--- src/rtl/pid_mux_iter.sv ---
// pid_mux_iter
// Time-multiplexed incremental PID controller. One signed Width x Width
// multiplier is shared by NCH independent loops. Each sample walks a fixed
// seven-cycle sequence: IDLE -> ERR -> MAC0 -> MAC1 -> MAC2 -> SCALE -> CLAMP.
// Each channel keeps its last two errors (e1, e2) and its output u.
//
// Ports
//   i_clkp, i_rstn        clock, asynchronous active-low reset
//   i_valid / o_ready     sample handshake (o_ready high only in IDLE)
//   i_ch, i_rt, i_yt      channel, setpoint, measurement (captured on accept)
//   i_hold                process the sample but keep u and the error history
//   i_k0, i_k1, i_k2      incremental coefficients
//   i_shift               rounding right-shift applied to the increment
//   i_min, i_max          output limits (both zero = no limiting)
//   i_clr, i_clr_ch       zero the state of one channel
//   o_valid               one-cycle result strobe
//   o_ch, o_ut, o_sat     result channel, control output, clamped flag (held)
module pid_mux_iter #(
    parameter int Width = 16,
    parameter int NCH   = 4,
    parameter int CW    = (NCH > 1) ? $clog2(NCH) : 1,
    parameter int Shift = 5
) (
    input  logic                 i_clkp,
    input  logic                 i_rstn,
    input  logic                 i_valid,
    output logic                 o_ready,
    input  logic [CW-1:0]        i_ch,
    input  logic [Width-1:0]     i_rt,
    input  logic [Width-1:0]     i_yt,
    input  logic                 i_hold,
    input  logic [Width-1:0]     i_k0,
    input  logic [Width-1:0]     i_k1,
    input  logic [Width-1:0]     i_k2,
    input  logic [Shift-1:0]     i_shift,
    input  logic [2*Width-1:0]   i_min,
    input  logic [2*Width-1:0]   i_max,
    input  logic                 i_clr,
    input  logic [CW-1:0]        i_clr_ch,
    output logic                 o_valid,
    output logic [CW-1:0]        o_ch,
    output logic [2*Width-1:0]   o_ut,
    output logic                 o_sat
);
    localparam int UW = 2 * Width;      // output / u width
    localparam int AW = 2 * Width + 2;  // accumulator width
    localparam int VW = 2 * Width + 3;  // u + increment width

    localparam logic signed [VW-1:0] V_UMAX = {{(VW-UW+1){1'b0}}, {(UW-1){1'b1}}};
    localparam logic signed [VW-1:0] V_UMIN = {{(VW-UW+1){1'b1}}, {(UW-1){1'b0}}};

    typedef enum logic [2:0] {
        S_IDLE, S_ERR, S_MAC0, S_MAC1, S_MAC2, S_SCALE, S_CLAMP
    } state_t;

    state_t                   state_reg;
    logic                     ready_reg, valid_reg, sat_reg;
    logic [CW-1:0]            och_reg;
    logic [UW-1:0]            ut_reg;

    // Captured sample
    logic [CW-1:0]            ch_reg;
    logic signed [Width-1:0]  rt_reg, yt_reg, k0_reg, k1_reg, k2_reg;
    logic                     hold_reg;
    logic [Shift-1:0]         shift_reg;
    logic signed [UW-1:0]     min_reg, max_reg;

    // Datapath pipeline registers
    logic signed [Width-1:0]  e0_reg;
    logic signed [AW-1:0]     acc_reg;
    logic signed [VW-1:0]     v_reg;

    // Per-channel state
    logic signed [Width-1:0]  e1_mem [NCH];
    logic signed [Width-1:0]  e2_mem [NCH];
    logic signed [UW-1:0]     u_mem  [NCH];

    logic                     ch_ok, wb_en;
    logic signed [Width-1:0]  e1_cur, e2_cur;
    logic signed [UW-1:0]     u_cur;
    logic signed [Width:0]    diff;
    logic signed [Width-1:0]  e0_next;
    logic signed [Width-1:0]  mul_a, mul_b;
    logic signed [UW-1:0]     prod;
    logic signed [AW-1:0]     prod_ext;
    logic signed [VW-1:0]     acc_ext, half, du, u_ext, v_next, min_ext, max_ext;
    logic [UW-1:0]            res_next;
    logic                     sat_next;

    assign o_ready = ready_reg;
    assign o_valid = valid_reg;
    assign o_ch    = och_reg;
    assign o_ut    = ut_reg;
    assign o_sat   = sat_reg;

    // Channels beyond NCH are processed but never touch the state arrays.
    assign ch_ok = ({1'b0, ch_reg} < (CW+1)'(NCH));
    assign wb_en = (state_reg == S_CLAMP) && ch_ok && !hold_reg;

    always_comb begin
        e1_cur = '0;
        e2_cur = '0;
        u_cur  = '0;
        if (ch_ok) begin
            e1_cur = e1_mem[ch_reg];
            e2_cur = e2_mem[ch_reg];
            u_cur  = u_mem[ch_reg];
        end
    end

    // Error in Width+1 bits, saturated back to Width.
    assign diff = {rt_reg[Width-1], rt_reg} - {yt_reg[Width-1], yt_reg};
    always_comb begin
        e0_next = diff[Width-1:0];
        if (diff[Width] != diff[Width-1])
            e0_next = diff[Width] ? {1'b1, {(Width-1){1'b0}}} : {1'b0, {(Width-1){1'b1}}};
    end

    // Single shared multiplier; operands selected by the MAC phase.
    always_comb begin
        mul_a = k0_reg;
        mul_b = e0_reg;
        case (state_reg)
            S_MAC1: begin mul_a = k1_reg; mul_b = e1_cur; end
            S_MAC2: begin mul_a = k2_reg; mul_b = e2_cur; end
            default: ;
        endcase
    end
    assign prod     = mul_a * mul_b;
    assign prod_ext = {{2{prod[UW-1]}}, prod};

    // Round half toward +inf: add 2^(shift-1) before the arithmetic shift.
    assign acc_ext = {acc_reg[AW-1], acc_reg};
    assign half    = (shift_reg == '0) ? '0 : (VW'(1) << (shift_reg - 1'b1));
    assign du      = (acc_ext + half) >>> shift_reg;
    assign u_ext   = {{(VW-UW){u_cur[UW-1]}}, u_cur};
    assign v_next  = u_ext + du;

    assign min_ext = {{(VW-UW){min_reg[UW-1]}}, min_reg};
    assign max_ext = {{(VW-UW){max_reg[UW-1]}}, max_reg};

    always_comb begin
        res_next = v_reg[UW-1:0];
        sat_next = 1'b0;
        if (!ch_ok) begin
            res_next = '0;
        end else if (hold_reg) begin
            res_next = u_cur;
        end else if (min_reg == '0 && max_reg == '0) begin
            if (v_reg > V_UMAX) begin
                res_next = V_UMAX[UW-1:0];
                sat_next = 1'b1;
            end else if (v_reg < V_UMIN) begin
                res_next = V_UMIN[UW-1:0];
                sat_next = 1'b1;
            end
        end else if (min_reg >= max_reg) begin
            res_next = '0;
            sat_next = 1'b1;
        end else if (v_reg < min_ext) begin
            res_next = min_reg;
            sat_next = 1'b1;
        end else if (v_reg > max_ext) begin
            res_next = max_reg;
            sat_next = 1'b1;
        end
    end

    always_ff @(posedge i_clkp or negedge i_rstn) begin
        if (!i_rstn) begin
            state_reg <= S_IDLE;
            ready_reg <= 1'b1;
            valid_reg <= 1'b0;
            och_reg   <= '0;
            ut_reg    <= '0;
            sat_reg   <= 1'b0;
            ch_reg    <= '0;
            rt_reg    <= '0;
            yt_reg    <= '0;
            k0_reg    <= '0;
            k1_reg    <= '0;
            k2_reg    <= '0;
            hold_reg  <= 1'b0;
            shift_reg <= '0;
            min_reg   <= '0;
            max_reg   <= '0;
            e0_reg    <= '0;
            acc_reg   <= '0;
            v_reg     <= '0;
        end else begin
            valid_reg <= 1'b0;
            case (state_reg)
                S_IDLE: if (i_valid) begin
                    ch_reg    <= i_ch;
                    rt_reg    <= i_rt;
                    yt_reg    <= i_yt;
                    hold_reg  <= i_hold;
                    k0_reg    <= i_k0;
                    k1_reg    <= i_k1;
                    k2_reg    <= i_k2;
                    shift_reg <= i_shift;
                    min_reg   <= i_min;
                    max_reg   <= i_max;
                    ready_reg <= 1'b0;
                    state_reg <= S_ERR;
                end
                S_ERR: begin
                    e0_reg    <= e0_next;
                    state_reg <= S_MAC0;
                end
                S_MAC0: begin
                    acc_reg   <= prod_ext;
                    state_reg <= S_MAC1;
                end
                S_MAC1: begin
                    acc_reg   <= acc_reg + prod_ext;
                    state_reg <= S_MAC2;
                end
                S_MAC2: begin
                    acc_reg   <= acc_reg + prod_ext;
                    state_reg <= S_SCALE;
                end
                S_SCALE: begin
                    v_reg     <= v_next;
                    state_reg <= S_CLAMP;
                end
                S_CLAMP: begin
                    valid_reg <= 1'b1;
                    och_reg   <= ch_reg;
                    ut_reg    <= res_next;
                    sat_reg   <= sat_next;
                    ready_reg <= 1'b1;
                    state_reg <= S_IDLE;
                end
                default: begin
                    ready_reg <= 1'b1;
                    state_reg <= S_IDLE;
                end
            endcase
        end
    end

    // Channel state; a clear on the same edge as writeback wins.
    genvar gi;
    generate
        for (gi = 0; gi < NCH; gi++) begin : g_ch
            always_ff @(posedge i_clkp or negedge i_rstn) begin
                if (!i_rstn) begin
                    e1_mem[gi] <= '0;
                    e2_mem[gi] <= '0;
                    u_mem[gi]  <= '0;
                end else if (i_clr && i_clr_ch == CW'(gi)) begin
                    e1_mem[gi] <= '0;
                    e2_mem[gi] <= '0;
                    u_mem[gi]  <= '0;
                end else if (wb_en && ch_reg == CW'(gi)) begin
                    u_mem[gi]  <= res_next;
                    e2_mem[gi] <= e1_mem[gi];
                    e1_mem[gi] <= e0_reg;
                end
            end
        end
    endgenerate

endmodule

--- config.mk ---
export PLATFORM = sky130hd
export DESIGN_NAME = pid_mux_iter
export DESIGN_NICKNAME = d
export VERILOG_FILES = /design/src/rtl/pid_mux_iter.sv
export SDC_FILE = /design/constraint.sdc
export NUM_CORES = 2
export LEC_CHECK = 0
export CAP_MARGIN = 20
export CORE_MARGIN = 3
export CORE_UTILIZATION = 53
export CTS_BUF_LIST = sky130_fd_sc_hd__clkbuf_16
export DETAILED_ROUTE_END_ITERATION = 10
export PLACE_DENSITY = 0.71
export SLEW_MARGIN = 0
export SYNTH_ARGS = -nofsm -noshare
export SYNTH_HDL_FRONTEND = slang
export SYNTH_SLANG_ARGS = --single-unit
export TNS_END_PERCENT = 50
--- constraint.sdc ---
create_clock -name i_clkp -period 13.05 [get_ports i_clkp]
set_clock_uncertainty 0.15 [all_clocks]
set_input_delay 1.305 -clock i_clkp [delete_from_list [all_inputs] [get_ports i_clkp]]
set_output_delay 1.305 -clock i_clkp [all_outputs]
set_load 0.05 [all_outputs]
==> run metrics <==
status complete, no violations; H-tree level count 2; DR WL/cell 24.5 um; ys flop type dfrtp_1; clock buffer count from CTS 61; Layout area overhead 10.6%; Hold Fails Final Rpt 0; mux contribution to synthesized area under 10%; synthesized net count 5,862; Final Instance Area between 50,000 and 60,000 um^2; drt via density 6.58; antenna diode count 0; Ys Warns 0; delay-heaviest family, CP compound AO/OA/AOI/OAI gates; CP max stage cell o21ai_1; most common cell after layout, fill and taps aside dfrtp_1; Post-Synth Adder-Cell Area 19.8%; crit path max fanout 46; # resized after CTS 0; largest net degree at the start of global routing just under 100; Crit path top cell by count fa_1; Final #Nets roughly 6,000; ys async rst share 100%; nature of the critical path startpoint register; initial drt markers between 5,000 and 6,000; post-layout util 59.3%; drt first pass iters 6; Final Max Slew Viols 0; Tot GR Track Use between 30% and 40%; Root Driver clkbuf_16; Synth area leader dfrtp_1; Final Cycle Share between 80 and 90%; largest register by flop count u_mem; Initial Util between 50 and 60%; Sink Count roughly 530; total negative setup slack 0 ns; Reg clk slew, reported paths about 0.060 ns; Synth Area in XOR/XNOR roughly 2.4%; combinational family with the most area after synthesis compound AO/OA/AOI/OAI gates; I/O pins 195; Synth Area in Compound Gates between 20% and 30%; core box area around 87,000 um^2; transition time of the tightest slew-check pin approximately 1.2 ns; share of layout cells above drive strength 1 around 7.7%; post-synthesis cell count a little over 5,000; GPL Wtd Cong 0.997; CTS tree done; chip height approximately 300 um; Post-DP Area 49,600 um^2; CP max stage delay about 0.93 ns; FMAX between 90 and 100 MHz; ranking of synthesized cells by area dfrtp_1, fa_1, ha_1, nand2_1, inv_1; RSZ-0062 raised after global routing no; Mapped Area roughly 47,000 um^2; Vias roughly 42,000; antenna violations before repair 1; die area slightly above 90,000 um^2; number of synthesized flops with an enable pin 0; Seq cells post-synth about 530; top cell type's share of synthesized area approximately 29%; count of input and output buffers between 150 and 200; largest registers u_mem x128, e1_mem x64, e2_mem x64; Hold Path Class register to register; first-pass GRT wire length ~240,000 um; final WL 156,000 um; Synth Area per Inst between 9 and 10 um^2; Post-CTS Setup Inserts 0; Final HPWL DP between 100,000 and 150,000 um; maxcap violations 0; die width ~300 um; most frequent cells in the layout dfrtp_1, nand2_1, inv_1; GRT overflow 0; minimum clock period 11.00 ns; post-synthesis simple-gate area fraction around 15%; Seq/Total Area, Yosys about 29%; max reg flops ~130; Final Setup Violations 0; critical path type register to register; Cell Rows between 100 and 150; Max-slew headroom 21.9%; vias in the first global route ~41,000; Synth cell types 94; Hold Buf Count CTS 0; CP Capture Type register; CP required roughly 13 ns; Bufs and invs on worst path 5; worst-case clock buffer depth 3; # DRC 0; later-pin clock latency in the skew report slightly below 0.7 ns; WP data arrival 11.44 ns; antenna-violating nets left 0
per-stage QoR:
stage	setup slack (ns)	hold slack (ns)	instances
2_1_floorplan	3.63	0.301	5139
3_3_place_gp	2.53	0.312	6248
3_5_place_dp	2.22	0.319	6249
4_1_cts	2.18	0.335	6358
5_1_grt	1.38	0.346	6361
6_report	2.05	0.333	6361
cell type report:
| class | instances | area, um^2 |
|---|---|---|
| fillers | 7635 | 35400 |
| multi-input cells | 3834 | 30500 |
| flip-flops and latches | 533 | 13300 |
| repair buffers | 273 | 2590 |
| inverters | 457 | 1720 |
| clock buffers | 62 | 1550 |
| well taps | 1155 | 1450 |
| clock inverters | 47 | 429 |
worst paths after layout:
path	depth (start not counted)	from	end	slack, ns
min	2	o_ch[0]	o_ch[0]	0.33
min reg2reg	2	o_ch[0]	o_ch[0]	0.33
min in group asynchronous	1	i_rstn	acc_reg[10]	0.57
max reg2reg	31	state_reg[1]	acc_reg[33]	2.05
max	31	state_reg[1]	acc_reg[33]	2.05
max in group asynchronous	3	i_rstn	e1_mem[26]	9.96
cells by family after synthesis:
kind of cell    after synthesis
mux                         189
simple gates               1466
compound gates             1468
xor+xnor                    130
fa+ha+maj                   580
other cells                   1
flops                       533
buf+inv                     772
Yosys cell counts (all sizes together), types with 26 or more instances:
master  number
o31ai       52
mux2i       31
mux4        75
o22a        59
nor4        36
a21oi      208
nand2b      70
inv        455
o221ai      76
ha         299
a211oi      26
nor2b       90
nand4       67
a22oi       46
o32ai       32
a31oi       65
a21o       104
buf         52
xor2        49
dfrtp      532
nand3       89
o21a        47
a221oi      37
clkbuf     263
a22o       133
fa         266
o21ai      329
a32oi       66
mux2        83
xnor2       81
nand2      510
o211ai      52
and3        55
nor2       404
nor3        51
layer usage:
metal | GRT usage (%) | vias up | part of all wire (%)
met2 | 51.5 | 2489 | 45
li1 | - | 18500 | -
met4 | 17.7 | 2 | 6.0
met5 | 0 | - | 0.0045
met3 | 7.74 | 576 | 11
met1 | 44.4 | 20300 | 39
worst register-to-register path: cells and delay by family, from the launching register on:
kind                     cells  cell delay, ns
AO/OA/AOI/OAI               12            4.44
adder cells (fa/ha/maj)      8            3.70
AND/OR/NAND/NOR              5            1.18
flip-flops                   1            0.60
buffers and inverters        5            0.59
XOR/XNOR                     1            0.25
Power is left out: the tool's default activity adds up to more than one toggle a clock period on the data nets, which glitch-free logic cannot reach.
